==> src/rtl/mips_pkg.sv <==
`default_nettype none
// ============================================================================
// Module   : mips_pkg
// Purpose  : Shared MIPS decode constants and the decoded-entry record that
//            travels from the ID stage into the control signal generator.
// Revision : 1.0 - initial release
// ============================================================================
package mips_pkg;

  // Widest pass-through PC an entry can carry; PC_W of the stage must not exceed it
  localparam int PC_MAX_W = 32;

  localparam logic [5:0] OP_RTYPE = 6'b000000;
  localparam logic [5:0] OP_ADDI  = 6'b001000;
  localparam logic [5:0] OP_ANDI  = 6'b001100;
  localparam logic [5:0] OP_LW    = 6'b100011;
  localparam logic [5:0] OP_SW    = 6'b101011;
  localparam logic [5:0] OP_J     = 6'b000010;
  localparam logic [5:0] OP_JAL   = 6'b000011;
  localparam logic [5:0] OP_BEQ   = 6'b000100;
  localparam logic [5:0] OP_BNE   = 6'b000101;
  localparam logic [5:0] FUNCT_JR = 6'b001000;

  // One-hot instruction class flags, in the order the control generator expects
  typedef struct packed {
    logic rt_type;
    logic addi;
    logic andi;
    logic lw;
    logic sw;
    logic j;
    logic jal;
    logic jr;
    logic beq;
    logic bne;
  } dec_flags_t;

  typedef struct packed {
    dec_flags_t            flags;
    logic [4:0]            rs;
    logic [4:0]            rt;
    logic [4:0]            rd;
    logic [15:0]           imm;
    logic [25:0]           target;
    logic [PC_MAX_W-1:0]   pc;
    logic                  illegal;
  } dec_entry_t;

endpackage
`default_nettype wire

==> src/rtl/opcode_decode.sv <==
`default_nettype none
// ============================================================================
// Module   : opcode_decode
// Purpose  : Purely combinational instruction word -> decoded entry. The pc
//            field is left zero; the stage fills it in.
// Revision : 1.0 - initial release
// ============================================================================
module opcode_decode
  import mips_pkg::*;
(
  input  logic [31:0] i_instr,
  output dec_entry_t  o_entry
);

  logic [5:0] w_op;
  logic [5:0] w_funct;

  assign w_op    = i_instr[31:26];
  assign w_funct = i_instr[5:0];

  // Field extraction plus one-hot class selection; unknown opcodes flag illegal
  always_comb begin
    o_entry        = '0;
    o_entry.rs     = i_instr[25:21];
    o_entry.rt     = i_instr[20:16];
    o_entry.rd     = i_instr[15:11];
    o_entry.imm    = i_instr[15:0];
    o_entry.target = i_instr[25:0];
    case (w_op)
      OP_RTYPE: begin
        if (w_funct == FUNCT_JR) o_entry.flags.jr      = 1'b1;
        else                     o_entry.flags.rt_type = 1'b1;
      end
      OP_ADDI: o_entry.flags.addi = 1'b1;
      OP_ANDI: o_entry.flags.andi = 1'b1;
      OP_LW:   o_entry.flags.lw   = 1'b1;
      OP_SW:   o_entry.flags.sw   = 1'b1;
      OP_J:    o_entry.flags.j    = 1'b1;
      OP_JAL:  o_entry.flags.jal  = 1'b1;
      OP_BEQ:  o_entry.flags.beq  = 1'b1;
      OP_BNE:  o_entry.flags.bne  = 1'b1;
      default: o_entry.illegal    = 1'b1;
    endcase
  end

endmodule
`default_nettype wire

==> src/rtl/instr_decode_stage.sv <==
`default_nettype none
// ============================================================================
// Module   : instr_decode_stage
// Purpose  : Registered ID-stage decoder with valid/ready on both sides and a
//            2-entry (main M + skid S) buffer. in_ready depends only on held
//            state and flush, never on out_ready.
// Config   : ILLEGAL_TRAP_EN - pass illegal entries downstream and count
//            their takes on illegal_cnt; otherwise they are dropped at accept.
// Revision : 1.0 - initial release
// ============================================================================
module instr_decode_stage
  import mips_pkg::*;
#(
  parameter int PC_W = 32   // must not exceed PC_MAX_W
) (
  input  logic            clk,
  input  logic            rst_n,
  input  logic            flush,
  input  logic            in_valid,
  output logic            in_ready,
  input  logic [31:0]     instr,
  input  logic [PC_W-1:0] in_pc,
  output logic            out_valid,
  input  logic            out_ready,
  output logic            rt_type,
  output logic            addi,
  output logic            andi,
  output logic            lw,
  output logic            sw,
  output logic            j,
  output logic            jal,
  output logic            jr,
  output logic            beq,
  output logic            bne,
  output logic [4:0]      rs,
  output logic [4:0]      rt,
  output logic [4:0]      rd,
  output logic [15:0]     imm,
  output logic [25:0]     target,
  output logic [PC_W-1:0] out_pc,
  output logic            illegal
`ifdef ILLEGAL_TRAP_EN
  ,
  output logic [7:0]      illegal_cnt
`endif
);

  typedef enum logic [1:0] {
    ST_EMPTY = 2'd0,
    ST_ONE   = 2'd1,
    ST_FULL  = 2'd2
  } state_t;

  state_t     r_state;
  dec_entry_t r_m;
  dec_entry_t r_s;
  dec_entry_t w_dec;
  dec_entry_t w_in_entry;
  logic       w_accept;
  logic       w_take;
  logic       w_store;

  opcode_decode u_opcode_decode (
    .i_instr (instr),
    .o_entry (w_dec)
  );

  // Attach the incoming pc to the decoded fields
  always_comb begin
    w_in_entry                = w_dec;
    w_in_entry.pc             = '0;
    w_in_entry.pc[PC_W-1:0]   = in_pc;
  end

  assign in_ready  = (r_state != ST_FULL) && !flush;
  assign out_valid = (r_state != ST_EMPTY);
  assign w_accept  = in_valid && in_ready;
  assign w_take    = out_valid && out_ready;

`ifdef ILLEGAL_TRAP_EN
  assign w_store = w_accept;
`else
  // Illegal words are consumed from fetch but never held
  assign w_store = w_accept && !w_dec.illegal;
`endif

  // Occupancy FSM; M/S are zeroed whenever they stop holding a live entry so
  // every output reads 0 while out_valid is low
  always_ff @(posedge clk or negedge rst_n) begin
    if (!rst_n) begin
      r_state <= ST_EMPTY;
      r_m     <= '0;
      r_s     <= '0;
    end else if (flush) begin
      r_state <= ST_EMPTY;
      r_m     <= '0;
      r_s     <= '0;
    end else begin
      case (r_state)
        ST_EMPTY: begin
          if (w_store) begin
            r_m     <= w_in_entry;
            r_state <= ST_ONE;
          end
        end
        ST_ONE: begin
          case ({w_store, w_take})
            2'b11: r_m <= w_in_entry;
            2'b10: begin
              r_s     <= w_in_entry;
              r_state <= ST_FULL;
            end
            2'b01: begin
              r_m     <= '0;
              r_state <= ST_EMPTY;
            end
            default: ;
          endcase
        end
        ST_FULL: begin
          if (w_take) begin
            r_m     <= r_s;
            r_s     <= '0;
            r_state <= ST_ONE;
          end
        end
        default: r_state <= ST_EMPTY;
      endcase
    end
  end

`ifdef ILLEGAL_TRAP_EN
  logic [7:0] r_illegal_cnt;

  // Saturating count of illegal entries handed to the consumer (flush-cycle takes included)
  always_ff @(posedge clk or negedge rst_n) begin
    if (!rst_n) begin
      r_illegal_cnt <= '0;
    end else if (w_take && r_m.illegal && (r_illegal_cnt != 8'hFF)) begin
      r_illegal_cnt <= r_illegal_cnt + 8'd1;
    end
  end

  assign illegal_cnt = r_illegal_cnt;
`endif

  assign rt_type = r_m.flags.rt_type;
  assign addi    = r_m.flags.addi;
  assign andi    = r_m.flags.andi;
  assign lw      = r_m.flags.lw;
  assign sw      = r_m.flags.sw;
  assign j       = r_m.flags.j;
  assign jal     = r_m.flags.jal;
  assign jr      = r_m.flags.jr;
  assign beq     = r_m.flags.beq;
  assign bne     = r_m.flags.bne;
  assign rs      = r_m.rs;
  assign rt      = r_m.rt;
  assign rd      = r_m.rd;
  assign imm     = r_m.imm;
  assign target  = r_m.target;
  assign out_pc  = r_m.pc[PC_W-1:0];
  // Without the trap, illegal entries are never stored so this stays 0
  assign illegal = r_m.illegal;

endmodule
`default_nettype wire

==> config.mk <==
export PLATFORM = sky130hd
export DESIGN_NAME = instr_decode_stage
export DESIGN_NICKNAME = d
export VERILOG_FILES = /design/src/rtl/mips_pkg.sv /design/src/rtl/opcode_decode.sv /design/src/rtl/instr_decode_stage.sv
export SDC_FILE = /design/constraint.sdc
export NUM_CORES = 1
export LEC_CHECK = 0
export CAP_MARGIN = 20
export CORE_ASPECT_RATIO = 1.5
export CORE_MARGIN = 10
export CORE_UTILIZATION = 54
export DETAILED_ROUTE_END_ITERATION = 8
export GPL_TIMING_DRIVEN = 0
export PLACE_DENSITY = 0.86
export RECOVER_POWER = 50
export SLEW_MARGIN = 20
export SYNTH_ARGS = -nofsm -noshare
export SYNTH_HDL_FRONTEND = slang
export SYNTH_SLANG_ARGS = --single-unit
==> constraint.sdc <==
create_clock -name clk -period 4.7 [get_ports clk]
set_clock_uncertainty 0.15 [all_clocks]
set_input_delay 0.94 -clock clk [delete_from_list [all_inputs] [get_ports clk]]
set_output_delay 0.94 -clock clk [all_outputs]
set_load 0.01 [all_outputs]
## Word level (Yosys, flattened, before mapping)

Cells that the tools add are included.

| storage, ports and cells | value |
|---|---|
| register bits | 202 |
| input bits | 69 |
| output and inout port bits | 102 |
| word-level logic and storage cells | 96 |

| operators by class | value |
|---|---|
| equal/unequal tests | 20 |
| mux-type cells | 27 |
| reduce and logical (&&, ||, !) cells | 14 |

Operators by type and width:

| operator | number |
|---|---|
| 100-bit 2-to-1 mux | 6 |
| 100-bit one-hot mux with 2 select lines | 2 |
| 100-bit one-hot mux with 3 select lines | 1 |
| 6-bit by 4-bit equality test with 1-bit output, second input constant | 3 |
| 1-bit 2-to-1 mux | 13 |
| 6-bit by 2-bit equality test with 1-bit output, second input constant | 2 |
| 6-bit by 3-bit equality test with 1-bit output, second input constant | 2 |
| 6-bit equality test, second input constant | 2 |
| 3-bit != test, second input constant | 3 |
| 9-bit OR reduction | 1 |
| 2-bit equality test, second input constant | 3 |
| 6-bit zero test | 1 |
| 2-bit 2-to-1 mux | 3 |
| 2-bit one-hot mux with 3 select lines | 1 |
| 3-bit AND reduction | 2 |
| 2-bit by 1-bit equality test with 1-bit output, second input constant | 2 |
| 1-bit logical AND | 4 |
| 4-bit by 2-bit != test with 1-bit output, second input constant | 1 |
| 4-bit by 3-bit != test with 1-bit output, second input constant | 1 |
| 2-bit one-hot mux with 2 select lines | 1 |
| 4-bit AND reduction | 1 |
| 4-bit nonzero test | 1 |
| 3-bit nonzero test | 1 |
| 2-bit zero test | 1 |
| other kinds (3) | 3 |

## Depth between registers and ports, before layout

| depth | value |
|---|---|
| depth after elaboration | 8 |
| gate-level depth with buffers | 10 |
| gate-level depth less buffers | 8 |

## By module

Synthesis repeated with hierarchy kept, for this count alone.

| unflattened totals | value |
|---|---|
| cell total of the unflattened synthesis | 1038 |
| area total of the unflattened synthesis | 10192.3 µm² |

By module, submodules not included:

| module | instances | cells an instance | area each (µm²) | sequential area each (µm²) |
|---|---|---|---|---|
| instr_decode_stage | 1 | 921 | 9346.5 | 5054.8 |
| opcode_decode | 1 | 117 | 845.8 | 0.0 |

## Worst setup path before layout

No wires, ideal clock.

| timing | value |
|---|---|
| kind | input-to-reg |
| from | input instr[30] |
| to | register r_s[15] (netlist bit) |
| library setup time | 127 ps |
| arrival time | 2773 ps |
| required time | 4423 ps |
| path slack | 1649 ps |
| cell stages on the path | 8 |
| buffers on the path | 3 |
| cells stage by stage | buf_2 or4b_1 a21oi_2 o21ai_2 o31ai_4 buf_6 buf_6 mux2_1 |

| between the ends | value |
|---|---|
| cells in the longest elaborated chain, start to end | 6 |
| elaborated cells between the ends (all ways) | 14 |
| those cells by class | 10 x eq/ne; 4 x reduce/logical |

Ends and longest elaborated chain:

| element | line | text |
|---|---|---|
| start, declared | instr_decode_stage.sv:21 | `input logic [31:0] instr,` |
| 6-bit by 2-bit equality test with 1-bit output, or another cell as far along | opcode_decode.sv:29 | `case (w_op)` |
| 9-bit OR reduction (no line) (*) | - |  |
| 1-bit logical AND (*) | instr_decode_stage.sv:84 | `assign w_store = w_accept && !w_dec.illegal;` |
| 2-bit equality test (*) | instr_decode_stage.sv:107 | `case ({w_store, w_take})` |
| 3-bit != test (no line) (*) | - |  |
| 3-bit AND reduction (no line) (*) | - |  |
| end signal, assigned | instr_decode_stage.sv:110 | `r_s <= w_in_entry;` |
| end, declared | instr_decode_stage.sv:56 | `dec_entry_t r_s;` |

Every way passes the cells marked *; elsewhere a longest branch is shown, timed or not.
A chain may end at the register's enable or synchronous reset.

## Final worst setup path

| timing | value |
|---|---|
| from | input flush |
| to | output in_ready |

| between the ends | value |
|---|---|
| cells in the longest elaborated chain, start to end | 2 |

Ends and longest elaborated chain:

| element | line | text |
|---|---|---|
| start, declared | instr_decode_stage.sv:18 | `input logic flush,` |
| 1-bit zero test | instr_decode_stage.sv:75 | `assign in_ready = (r_state != ST_FULL) && !flush;` |
| 1-bit logical AND | instr_decode_stage.sv:75 |  |
| end, declared | instr_decode_stage.sv:20 | `output logic in_ready,` |

No other way between the ends.

==> results.cfg <==
[yosys]
synthCells = 713
synth_top_family_by_area = compound AO/OA/AOI/OAI gates
synth_warnings = 0
synth_simple_gate_area_share_pct = 8.06
synth_ff_type = dfrtp_1
yosys.area_share.adder_pct = 0.689
synth-compound-area-share_pct = 21.7
synth.area.mux_share_pct = 11.1
synth-edff-count = 0
syn-num-nets = 786
syn_area_um2 = 7260
ys_async_sr_fraction_pct = 100
ys_seq_elements = 140
yosysSeqAreaShare_pct = 48.2
postSynthAreaPerCell_um2 = 10.2
yosys.area_share.xor_xnor_pct = 0
synth_cell_type_count = 44

[drt]
drc_errors = 0
wl_per_cell_um = 19.8
detail_route.vias_per_cell = 5.83
postRouteAntennaNets = 0
route.vias.total = 6248
routed_wl_um = 21300
first_iter_violations = 299
first_pass_iters = 5

[timing]
fin_crit_ns = 3.91
setup_tns_ns = 0
max_freq_ghz = 0.256
worstMarginPinSlew_ns = 2.45
hold_viol_final = 0
worst_slack_ns = 0.793
setup_violations = 0
fin_crit_sh_pct = 83.1
rsz0062_at_grt = no
whs_ns = 0.342
max_slew_margin_pct = -63.3
timing_max_transition_violations_final = 43

[clock_tree]
cts_htree_levels = 4
holdBufCountCts = 0
post_cts_buffers = 0
cts_buffers = 17
cts_root_buf = clkbuf_16
post_cts_resized = 0
cts_tree = done
insertion_delay_ns = 0.41
cts_max_path_buffers = 2
clk_pin_slew_ns = 0.06
cts_num_sinks = 140

[final_layout]
multiInputGateArea_um2 = 3020
post-route-util_pct = 75.1
layout.area.seq_um2 = 3500
fill_cells = 919
area_delta_synth_final_pct = 35.2
drive_gt1_share_pct = 16.2
layout.nets = 973
n_antenna_cell = 0

[global_routing]
antenna_found_initial = 0
grt_max_degree = 99
overflow = 0
grt_pass1_vias = 6392
grt_pass1_wl_um = 33400
track_usage_pct = 22.3

[critical_path]
cp_slowest_cell = clkdlybuf4s50_1
cp.arrival_ns = 2.82
cp_slowest_stage_delay_ns = 0.58
crit_top_cell = clkdlybuf4s50_1
cp.buffers_inverters = 4
crit_family = buffers and inverters
ff2ff_path_depth = 10
reg2reg_to = out_pc[3]$_DFFE_PN0P_
path_class = input port to output port
crit-reg2reg-launch = r_state[0]$_DFFE_PN0P_
crit_chain = clkdlybuf4s50_1 -> or2_2 -> clkbuf_1 -> inv_1 -> clkdlybuf4s50_1
setup.worst_path.start_class = input port
cp_data_required_time_ns = 3.61
crit_path_end_kind = output port
crit_fanout = 9
r2r_slack_ns = 1.36

[pwr]
p_per_area_nw_per_um2 = 394
total_power_uw = 3870
leakage_uw = 0.00478
ir_worst_vdd_uv = 262

[run_status]
violations = capacitance limit, slew limit
status = finished, violations left

[place]
portBuffers = 167
dp_hpwl_um = 15500
dp_slack_ns = 0.796
place_congestion = 0.915

[floorplanning]
dieArea_um2 = 18600
num_rows = 51
fp.dieH_um = 162
die_width_um = 115
io_pins = 171
core_area_um2 = 13100
start_util_pct = 55.5

[job]
maxCapViolCount = 1

[min_path]
hold_class = register to register
whs_path_depth = 1
min_from = r_s[20]$_DFFE_PN0P_
holdPathEnd = r_s[20]$_DFFE_PN0P_
==> worst max path at each step <==
stage | startpoint | slack [ns] | to | depth (start not counted)
final | flush | 0.79 | in_ready | 5
after global placement | rst_n | -3.13 | rt[1]$_DFFE_PN0P_ | 1
after detailed placement | instr[28] | 0.80 | out_pc[20]$_DFFE_PN0P_ | 9
after CTS | flush | 0.80 | in_ready | 5
after floorplan | instr[30] | 1.65 | r_s[15]$_DFFE_PN0P_ | 8
after global routing | r_state[0]$_DFFE_PN0P_ | 0.72 | in_ready | 7
==> metal layers <==
metal  part of all wire [%]  up-vias  global-route usage, %  wire, µm
met5                      0        -                      0         0
met2                     52      234                   39.9     11100
met4                    3.1        0                   8.80       665
met1                     38     3087                   24.1      8040
li1                       -     2883                      -         -
met3                    7.1       44                   6.08      1510
==> registers in the layout (all words and copies together) (netlist names) <==
name / flops
jr: 1
target: 2
out_pc: 32
andi: 1
beq: 1
illegal: 1
rd: 4
r_s: 69
bne: 1
sw: 1
rs: 5
j: 1
addi: 1
imm: 11
r_state: 2
rt: 4
lw: 1
jal: 1
rt_type: 1
==> cell usage in the layout (no fill, tap or decap), types with 37 or more instances in the layout <==
master / Yosys / routed
dfrtp_1: 140 / 140
clkdlybuf4s50_1: 0 / 115
nor2_1: 79 / 79
inv_1: 66 / 66
a22o_1: 66 / 66
o21ai_0: 65 / 65
mux2_2: 61 / 61
a22oi_1: 59 / 59
dlygate4sd3_1: 0 / 51
clkbuf_1: 38 / 39
buf_4: 37 / 37
==> final cells by class <==
cell class | instances | share of cell area (%)
sequential | 140 | 35.7
multi-input combinational | 421 | 30.8
timing repair buffer | 168 | 17.2
buffer | 86 | 4.97
clock buffer | 19 | 4.61
inverter | 66 | 2.52
clock inverter | 13 | 2.18
tap | 159 | 2.03
==> where the power goes <==
| part | switching [µW] | leakage, µW | internal [µW] |
|---|---|---|---|
| Combinational | 509 | 0.00257 | 474 |
| Clock | 523 | 0.000320 | 974 |
| Sequential | 70.9 | 0.00189 | 1310 |
| Total | 1100 | 0.00478 | 2760 |
==> Yosys cell counts (2+ instances only) <==
library cell / instances / area [µm²]
dfrtp_1: 140 / 3500
nor2_1: 79 / 297
a22o_1: 66 / 578
inv_1: 66 / 248
o21ai_0: 65 / 325
mux2_2: 61 / 687
a22oi_1: 59 / 443
clkbuf_1: 38 / 143
buf_4: 37 / 278
mux2_1: 10 / 113
buf_2: 9 / 45.0
nand2_1: 8 / 30.0
nor3_1: 7 / 35.0
nand3_1: 6 / 30.0
a2bb2oi_1: 5 / 43.8
nand2b_1: 5 / 31.3
nor2b_1: 5 / 31.3
o31ai_1: 5 / 37.5
ha_1: 4 / 50.1
nand4_1: 3 / 18.8
a211o_1: 2 / 17.5
a21oi_1: 2 / 10.0
a31oi_1: 2 / 12.5
a32oi_1: 2 / 17.5
and3_1: 2 / 12.5
buf_6: 2 / 22.5
nor3b_1: 2 / 15.0
nor4_1: 2 / 12.5
nor4bb_1: 2 / 20.0
o211a_1: 2 / 20.0
or2_2: 2 / 12.5
==> kinds of logic (layout without fill, tap and decap cells) <==
logic type,Yosys count,after routing
AO/OA/AOI/OAI,217,217
multiplexers,72,72
buffers and inverters,152,352
AND/OR/NAND/NOR,128,128
flip-flops,140,140
adder cells (fa/ha/maj),4,4
==> per-stage QoR <==
step	instances	instance area, µm²
final	1072	9820
after global routing	1072	9820
after CTS	1072	9830
after detailed placement	1040	9170
after global placement	1039	9130
after floorplan	713	7260
Power figures use the tool's default switching activity.
